[src/rtl/string_window.sv]
// Sliding byte window over a packetised stream: emits one BYTES_CNT-byte window per
// accepted byte once a packet has supplied enough bytes, with the newest byte's packet offset.
module string_window #(
  parameter int BYTES_CNT = 15,
  parameter int OFFSET_W  = 16
) (
  input  logic                      clk_i,
  input  logic                      rst_n_i,
  input  logic [7:0]                data_i,
  input  logic                      valid_i,
  input  logic                      sop_i,
  input  logic                      eop_i,
  output logic                      ready_o,
  output logic [BYTES_CNT-1:0][7:0] string_o,
  output logic                      valid_o,
  output logic [OFFSET_W-1:0]       offset_o,
  output logic                      eop_o,
  input  logic                      ready_i
);

  localparam int FILL_W = $clog2(BYTES_CNT + 1);

  typedef enum logic [1:0] {IDLE, FILL, RUN} state_t;

  state_t                    state_p0;
  logic [FILL_W-1:0]         fill_p0;
  logic [OFFSET_W-1:0]       offset_p0;
  logic [BYTES_CNT-1:0][7:0] win_p0;

  logic                      accept;
  logic                      shift_en;
  logic                      emit;
  logic [FILL_W-1:0]         fill_nxt;
  logic [OFFSET_W-1:0]       offset_nxt;
  logic [BYTES_CNT-1:0][7:0] win_nxt;

  function automatic logic [FILL_W-1:0] fill_inc(input logic [FILL_W-1:0] f);
    return (f == FILL_W'(BYTES_CNT)) ? f : f + 1'b1;
  endfunction

  function automatic logic [OFFSET_W-1:0] offset_inc(input logic [OFFSET_W-1:0] o);
    return (&o) ? o : o + 1'b1;
  endfunction

  assign ready_o  = !valid_o || ready_i;
  assign accept   = valid_i && ready_o;
  // Outside a packet only a sop byte is taken into the window.
  assign shift_en = accept && (sop_i || (state_p0 != IDLE));
  assign emit     = shift_en && !sop_i && (fill_nxt == FILL_W'(BYTES_CNT));

  always_comb begin
    for (int k = 0; k < BYTES_CNT - 1; k++) begin
      win_nxt[k] = win_p0[k+1];
    end
    win_nxt[BYTES_CNT-1] = data_i;
    fill_nxt   = sop_i ? FILL_W'(1) : fill_inc(fill_p0);
    offset_nxt = sop_i ? '0 : offset_inc(offset_p0);
  end

  // Stage p0 -> output register
  always_ff @(posedge clk_i or negedge rst_n_i) begin
    if (!rst_n_i) begin
      state_p0  <= IDLE;
      fill_p0   <= '0;
      offset_p0 <= '0;
      win_p0    <= '0;
      string_o  <= '0;
      offset_o  <= '0;
      eop_o     <= 1'b0;
      valid_o   <= 1'b0;
    end else begin
      if (shift_en) begin
        win_p0    <= win_nxt;
        offset_p0 <= offset_nxt;
        if (eop_i) begin
          state_p0 <= IDLE;
          fill_p0  <= '0;
        end else begin
          fill_p0  <= fill_nxt;
          state_p0 <= (fill_nxt == FILL_W'(BYTES_CNT)) ? RUN : FILL;
        end
      end
      if (emit) begin
        string_o <= win_nxt;
        offset_o <= offset_nxt;
        eop_o    <= eop_i;
        valid_o  <= 1'b1;
      end else if (ready_i) begin
        valid_o  <= 1'b0;
      end
    end
  end

endmodule

[config.mk]
export PLATFORM = sky130hd
export DESIGN_NAME = string_window
export DESIGN_NICKNAME = d
export VERILOG_FILES = /design/src/rtl/string_window.sv
export SDC_FILE = /design/constraint.sdc
export NUM_CORES = 1
export LEC_CHECK = 0
export ABC_AREA = 1
export BUFFER_PORTS_ARGS = -buffer_cell sky130_fd_sc_hd__clkbuf_2
export CORE_MARGIN = 2
export CORE_UTILIZATION = 52
export CTS_CLUSTER_SIZE = 16
export DETAILED_ROUTE_END_ITERATION = 6
export MAX_ROUTING_LAYER = met4
export PLACE_DENSITY = 0.74
export SLEW_MARGIN = 20
export SYNTH_ARGS = -nofsm -noshare
export SYNTH_HDL_FRONTEND = slang
export SYNTH_SLANG_ARGS = --single-unit
[constraint.sdc]
create_clock -name clk_i -period 1.5 [get_ports clk_i]
set_input_delay 0.075 -clock clk_i [delete_from_list [all_inputs] [get_ports clk_i]]
set_output_delay 0.075 -clock clk_i [all_outputs]
set_load 0.02 [all_outputs]
# Yosys cells after proc, flatten, opt, wreduce, memory -nomap -nowiden
# Cells that the tools add are included.
dict set report op_classes {
  add_sub_neg 2
  mul 0
  n_div 0
  magnitude_cmp 0
  n_eq_ne 2
  shifts 0
  n_mux 9
  bitwise_logic 0
  n_reduce_logical 11
}
# op count
set ops {}
lappend ops {{$mux W16} 2}
lappend ops {{$add A16 B1 Y16 const B} 1}
lappend ops {{$reduce_and A16 Y1} 1}
lappend ops {{$mux W4} 3}
lappend ops {{$eq A4 B4 Y1 const B} 2}
lappend ops {{$add A4 B1 Y4 const B} 1}
lappend ops {{$logic_and A1 B1 Y1} 4}
lappend ops {{$mux W2} 2}
lappend ops {{$reduce_bool A2 Y1} 2}
lappend ops {{$logic_not A1 Y1} 2}
lappend ops {{$logic_or A1 B1 Y1} 2}
lappend ops {{$mux W1} 2}
dict set report totals {
  ff_bits 272
  latchBits 0
  mem_bits_rw 0
  rom_bits 0
  out_inout_bits 139
  n_memories 0
}

# Depth between registers and ports, before layout
# Gate-level depths: netlist of the first run.
dict set report logic_depth {
  word_depth 7
  mapped_depth 12
  depth_no_buf 11
}

# Worst setup path before layout of the first run
# No wires, ideal clock.
dict set report synth_path {
  path_type {reg2reg}
  start {reg fill_p0[0]}
  end {reg string_o[32] (netlist name)}
  setup_time_ns 0.116
  arrival_time_ns 1.540
  required_time_ns 1.384
  path_slack_ns -0.156
  stages_incl_launch_ff 12
  path_buffers 2
  period_less_slack_ns 1.656
  path_cell_list {dfrtp_1 -> ha_1 -> nand3_1 -> nor2_1 -> nor2_2 -> nand2_1 -> nor2_2 -> nand2_2 -> buf_6 -> buf_2 -> nand2_1 -> nand2_1}
}
dict set report synth_via {
  elab_chain_len 5
  word_cells_on_any_way 6
}
# element line_no
set synth_lines {}
lappend synth_lines {{start: declaration} 26} ;# logic [FILL_W-1:0] fill_p0;
lappend synth_lines {{start signal: assignment} 79} ;# fill_p0 <= fill_nxt;
lappend synth_lines {{$add A4 B1 Y4 or $eq A4 B4 Y1 (tied branches)} 38} ;# return (f == FILL_W'(BYTES_CNT)) ? f : f + 1'b1;
lappend synth_lines {{$mux W4 (*)} 38}
lappend synth_lines {{$mux W4 (*)} 56} ;# fill_nxt = sop_i ? FILL_W'(1) : fill_inc(fill_p0);
lappend synth_lines {{$eq A4 B4 Y1 (*)} 49} ;# assign emit = shift_en && !sop_i && (fill_nxt == FILL_W'(BYTES_CNT));
lappend synth_lines {{$logic_and A1 B1 Y1 (*)} 49}
lappend synth_lines {{end signal: assignment} 84} ;# string_o <= win_nxt;
lappend synth_lines {{end: declaration} 14} ;# output logic [BYTES_CNT-1:0][7:0] string_o,
# Every way passes the cells marked *; elsewhere a longest branch is shown, timed or not.
# A chain may end at the register's enable or synchronous reset.

# Worst setup path after layout of the first run
dict set report layout_path {
  start {reg fill_p0[0]}
  end {reg string_o[80] (netlist name)}
}
# The elaborated chain is that of the path after synthesis.

==> results of run 1 <==
-- sequential cells by signal, indices dropped and copies added (netlist names) --
signal and cells:
eop_o 1, state_p0 2, offset_p0 16, win_nxt 112
string_o 120, valid_o 1, fill_p0 4, offset_o 16
-- per-layer routing --
layer,GRT usage (%),vias up,wire length (um),part of all wire (%)
li1,-,4364,-,-
met1,33.3,4447,11900,44
met2,39.6,285,13400,49
met3,3.36,35,1560,5.7
met4,5.71,0,408,1.5
met5,-,-,0,0
-- kinds of logic after synthesis --
| logic type | Yosys count | share of synthesized area, % |
|---|---|---|
| and+or+nand+nor | 897 | 31.3 |
| buffers and inverters | 92 | 4.69 |
| DFF | 272 | 62.3 |
| xor gates and xnor gates | 4 | 0.321 |
| AOI/OAI and AO/OA | 23 | 1.16 |
| adders and majority gates | 2 | 0.229 |
-- stage by stage --
step | hold slack [ns] | total power, mW | instances | setup WS, ns
finish | 0.0504 | 18.1 | 1805 | -0.372
global route | 0.0655 | 18.9 | 1805 | -0.474
CTS | 0.0465 | 18.1 | 1797 | -0.313
detailed placement | 0.0133 | 10.6 | 1718 | -0.300
global placement | 0.00883 | 10.6 | 1718 | -0.267
floorplan | -0.221 | 9.87 | 1290 | -0.125
-- worst max path at each step --
stage,startpoint,to,depth (start not counted)
4_1_cts,fill_p0[0],string_o[91],12
3_3_place_gp,fill_p0[0],string_o[72],11
2_1_floorplan,fill_p0[0],offset_o[10],12
3_5_place_dp,fill_p0[0],string_o[41],12
5_1_grt,fill_p0[0],string_o[55],11
6_report,fill_p0[0],string_o[80],11
-- worst register-to-register path, cell delays in order, from the launching register on --
cell	delay (ns)
dfrtp_1	0.41
ha_4	0.19
nand2_2	0.08
nor2_2	0.05
nor2_2	0.13
nand2_2	0.08
buf_4	0.14
nor2_4	0.16
nand2_8	0.14
clkbuf_16	0.24
nand2_1	0.09
nand2_1	0.07
-- layout make-up --
class / instances / area share [%]
Sequential cell: 272 / 47.9
Clock buffer: 41 / 5.91
Clock inverter: 11 / 1.16
Multi-Input combinational cell: 926 / 27.7
Tap cell: 275 / 2.42
Inverter: 31 / 0.836
Timing Repair Buffer: 249 / 14.1
-- what timing repair did --
item / in CTS / in global routing
setup endpoints to repair: 181 / 224
resized for setup: 30 / 77
pin swaps: 4 / 21
setup buffers: 10 / 1
hold buffers: 12 / 0
endpoints found under the hold margin: 292 / 0
cloned: 5 / 7
-- cell usage after synthesis, types with 4 or more instances --
| library cell | number |
|---|---|
| nand2_1 | 831 |
| dfrtp_1 | 272 |
| nor2_1 | 31 |
| inv_1 | 28 |
| nand3_1 | 21 |
| buf_4 | 15 |
| buf_6 | 13 |
| clkbuf_1 | 13 |
| o21ai_0 | 12 |
| buf_2 | 11 |
| buf_1 | 9 |
| nand4_1 | 7 |
| a21oi_1 | 4 |
-- placed cells by master, fill, tap and decap left out, drive strengths merged --
master / synthesis / final
clkinvlp: 0 / 1
o21ai: 13 / 13
buf: 48 / 80
bufinv: 0 / 4
and2: 1 / 1
dlygate4sd3: 0 / 12
nand2: 832 / 832
nand3: 21 / 21
clkinv: 0 / 5
or2: 1 / 1
nand4: 7 / 7
ha: 2 / 2
clkbuf: 13 / 198
xnor2: 2 / 2
dfrtp: 272 / 272
inv: 31 / 32
a21oi: 4 / 4
o31ai: 3 / 3
nor3: 2 / 2
o22ai: 3 / 3
xor2: 2 / 2
nor2: 33 / 33
-- power breakdown --
group / leakage, nW / internal, mW / switching (mW)
Combinational: 3.92 / 0.638 / 0.978
Sequential: 3.72 / 8.24 / 0.825
Clock: 0.495 / 4.58 / 2.83
==> flow_summary.yaml, run 1 <==
outcome:
  outcome: "complete, but fails checks"
  violations: "negative setup slack"
critical_path:
  endpoint_kind: "register"
  worstPathArrival_ns: 2.29
  cp_max_fo: 28
  path_buf_inv: 2
  crit_chain: "ha_4 -> nand2_2 -> nor2_2 -> nor2_2 -> nand2_2 -> buf_4 -> nor2_4 -> nand2_8 -> clkbuf_16 -> nand2_1 -> nand2_1"
  critPathSlowestCell: "dfrtp_1"
  critical_path_class: "register to register"
  critical-path-max-stage-delay_ns: 0.41
  startpoint_type: "register"
  cp_top_family: "simple AND/OR/NAND/NOR gates"
  r2r_slack_ns: -0.37
  reg2reg_depth: 11
  cp.required_ns: 1.91
  timing.rr.end: "string_o[80]"
  r2r_start: "fill_p0[0]"
layout:
  fin_area_sq_mm: 0.0142
  drive_gt1_share_pct: 24.4
  synthToLayoutAreaGrowth_pct: 30.1
  diodes: 0
  final_util_pct: 68.3
  fillers: 1595
  final_nets: 1524
  seq_area_sq_mm: 0.00681
  multi_input_area_sq_mm: 0.00394
yosys:
  syn_area_sq_mm: 0.0109
  synth_edf_count: 0
  synthTopCellsByArea: "dfrtp_1 (62%), nand2_1 (29%), buf_6 (1.3%)"
  synth_top_area_share_pct: 62.3
  syn_nets: 1306
  syn-instance-count: 1290
  yosysUniqueCellTypes: 25
  ys_ff_latch: 272
  synth-main-ff-cell: "dfrtp_1"
  syn_area_per_cell_sq_um: 8.47
  ys_seq_area_share_pct: 62.3
  yosysTopAreaCell: "dfrtp_1"
  async_flop_share_pct: 100
  ys_warn_count: 0
clock_network:
  clkSlewWorstSetupHoldPaths_ns: 0.06
  clk_latency_ns: 0.53
  cts.sinks: 272
  cts_tree: "yes"
  htree_levels: 1
  numCtsBuffers: 28
  cts-root-buf: "clkbuf_16"
  clockBufferDepth: 3
placement:
  place_congestion: 0.844
  placed_cell_area_sq_mm: 0.0124
  io_buffers: 152
  dp_hpwl_um: 15900
route:
  dr_total_vias: 9131
  drtPass1Iterations: 5
  vias_per_cell: 5.06
  ant_nets: 0
  initialDrtViolationCount: 481
  drcViolationCount: 0
  routed_wl_um: 27300
  wl_per_cell_um: 15.1
global_route:
  grt_max_degree: 71
  grt_pass1_vias: 8865
  gr-usage-all-layers_pct: 24.5
  grt_pass1_wl_um: 43300
  grt_remaining_overflow: 0
  antenna_found_initial: 0
die:
  dieArea_sq_mm: 0.0222
  num_io_pins: 153
  core_sq_mm: 0.0208
  die_width_um: 149
  start_util_pct: 52.5
  die_h_um: 149
  rows: 53
power:
  irDropWorstVdd_mv: 0.944
  p_leak_nw: 8.13
  p_per_area_mw_per_mm2: 1270
timing:
  hold_viol_final: 0
  setup_viol: 140
  relSlewSlack_pct: 73.3
  drv_slew: 0
  fin_crit_ns: 1.87
  fin_crit_sh_pct: 125
  rsz0062_at_grt: "true"
  setup_slack_ns: -0.372
  fin_tns_setup_ns: -42.54
  fin_skew_ns: 0.0118
  worstMarginPinSlew_ns: 0.401
  fmax_ghz: 0.534
flow_run:
  maxCapViolations: 0
hold_path:
  hp-class: "primary input to async pin"
No activity file was read; power rests on OpenSTA's default activity.
==> run 2: changes to the inputs <==
--- a/config.mk
+++ b/config.mk
@@ -6,13 +6,14 @@
 export NUM_CORES = 1
 export LEC_CHECK = 0
 export ABC_AREA = 1
-export BUFFER_PORTS_ARGS = -buffer_cell sky130_fd_sc_hd__clkbuf_2
+export BUFFER_PORTS_ARGS = -buffer_cell sky130_fd_sc_hd__buf_2
 export CORE_MARGIN = 2
 export CORE_UTILIZATION = 52
 export CTS_CLUSTER_SIZE = 16
 export DETAILED_ROUTE_END_ITERATION = 6
 export MAX_ROUTING_LAYER = met4
 export PLACE_DENSITY = 0.74
+export SETUP_SLACK_MARGIN = 0.2
 export SLEW_MARGIN = 20
 export SYNTH_ARGS = -nofsm -noshare
 export SYNTH_HDL_FRONTEND = slang
==> run 2 against run 1 <==
Effect of this change: highest routed layer unchanged; clock power shrank 2%; critical path depth up 1; maximum frequency rose by 1.3%; final cell count barely moved; sequential cell count stayed put; utilization increased by 1.3 points; sequential share of layout area is 0.87 points lower; routed wire length grew 3.9%; the flow still finishes with violations (negative setup slack); die area did not move; largest cell class unchanged; clock-buffer cell count fell by 2; global-route usage is 0.91 points higher; via count up 0.31%.
==> flow_summary.yaml, run 2 (same netlist as run 1, synthesis figures left out) <==
die:
  die_h_um: 149
  dieArea_sq_mm: 0.0222
  num_io_pins: 153
  rows: 53
  core_sq_mm: 0.0208
  start_util_pct: 52.5
  die_width_um: 149
critical_path:
  cp_max_fo: 5
  critPathSlowestCell: "dfrtp_1"
  startpoint_type: "register"
  critical_path_class: "register to register"
  crit_chain: "ha_4 -> inv_2 -> nand2_4 -> nand2_4 -> nor2_4 -> nand2_2 -> nor2_4 -> nand2_4 -> buf_8 -> clkbuf_16 -> nand2_2 -> nand2_1"
  cp_common_cell: "nand2_4"
  critical-path-max-stage-delay_ns: 0.41
  path_buf_inv: 3
  cp_num_cells: 12
  cp.required_ns: 1.93
  reg2reg_depth: 12
  worstPathArrival_ns: 2.27
  cp_top_family: "simple AND/OR/NAND/NOR gates"
  endpoint_kind: "register"
global_route:
  grt_pass1_wl_um: 44200
  grt_max_degree: 60
  grt_remaining_overflow: 0
  antenna_found_initial: 0
  grt_pass1_vias: 8832
  gr-usage-all-layers_pct: 25.4
layout:
  synthToLayoutAreaGrowth_pct: 32.6
  fin_area_sq_mm: 0.0145
  drive_gt1_share_pct: 27.1
  stdcell_count: 1804
  final_util_pct: 69.6
  regMostFlops: "string_o"
  final_nets: 1525
  largest_reg_flops: 120
  final_cell_mix: "nand2_1 (768), dfrtp_1 (266), buf_2 (151)"
  diodes: 0
  mostFrequentLayoutCell: "nand2_1"
clock_network:
  clockBufferDepth: 3
  cts.sinks: 272
  htree_levels: 1
  numCtsBuffers: 28
  cts-root-buf: "clkbuf_16"
  clkSlewWorstSetupHoldPaths_ns: 0.06
  clk_latency_ns: 0.54
  cts_tree: "yes"
power:
  p_int_mw: 13.4
  clkPwrFrac_pct: 40.0
  swShare_pct: 26.2
  p_leak_nw: 8.33
  p_switching_mw: 4.76
  p_per_area_mw_per_mm2: 1250
  p_total_mw: 18.2
  irDropWorstVdd_mv: 0.904
  pwr-share-comb_pct: 10.2
  pwr-share-seq_pct: 49.8
timing:
  worstMarginPinSlew_ns: 0.417
  setup_slack_ns: -0.348
  drv_slew: 0
  hold_viol_final: 0
  fin_tns_setup_ns: -41.99
  fin_crit_sh_pct: 123
  relSlewSlack_pct: 72.2
  rsz0062_at_grt: "true"
  fmax_ghz: 0.541
  fin_crit_ns: 1.85
  setup_viol: 140
  fin_skew_ns: 0.0118
  hold_ws_ns: 0.0467
route:
  dr_total_vias: 9159
  initialDrtViolationCount: 542
  drtPass1Iterations: 5
  vias_per_cell: 5.08
  wl_per_cell_um: 15.7
  routed_wl_um: 28400
  ant_nets: 0
  drcViolationCount: 0
placement:
  io_buffers: 152
  place_congestion: 0.834
  dp_hpwl_um: 15900
  place_inst: 1706
  dp_slack_ns: -0.347
  placed_cell_area_sq_mm: 0.0123
outcome:
  outcome: "complete, but fails checks"
  violations: "negative setup slack"
flow_run:
  maxCapViolations: 0
hold_path:
  hp-class: "primary input to async pin"
## run 2: power groups by stage
stage               registers (mW)  clock network (mW)  logic [mW]
finish                        9.05                7.28        1.85
global route                  9.16                7.71        2.09
CTS                           9.01                7.37        1.75
detailed placement            9.10                   0        1.53
global placement              9.08                   0        1.47
floorplan                     8.90                   0        1.05
## run 2: worst paths after layout
kind | startpoint | endpoint | slack (ns)
worst max-delay path | fill_p0[0] | string_o[73] | -0.35
worst min-delay path | rst_n_i | offset_o[3] | 0.05
worst max register to register | fill_p0[0] | string_o[73] | -0.35
worst min register to register | string_o[54] | string_o[54] | 0.46
max in group asynchronous | rst_n_i | fill_p0[2] | 0.73
min in group clk_i | sop_i | offset_p0[0] | 0.05
## run 2: area by class of cell
cell class / instances / area, sq um
clock buffers: 39 / 802
clock inverters: 11 / 169
fillers: 1558 / 6320
inverters: 31 / 121
multi-input cells: 926 / 4240
flip-flops and latches: 272 / 6810
well taps: 275 / 344
repair buffers: 250 / 2010
## run 2: metal layers
layer | wire length [um] | track usage [%] | vias up | part of all wire [%]
met5 | 0 | - | - | 0
met4 | 474 | 5.05 | 0 | 1.7
met3 | 1500 | 3.79 | 43 | 5.3
met2 | 13900 | 41.4 | 267 | 49
met1 | 12500 | 34.5 | 4492 | 44
li1 | - | - | 4357 | -
## run 2: repair_timing
item                                    CTS  global route
hold endpoints to repair                297             0
hold buffers                             12             0
setup buffers                            14            11
gates cloned                              6             5
endpoints found under the setup margin  255           263
gates resized for setup                  85            96
pin swaps                                22            39
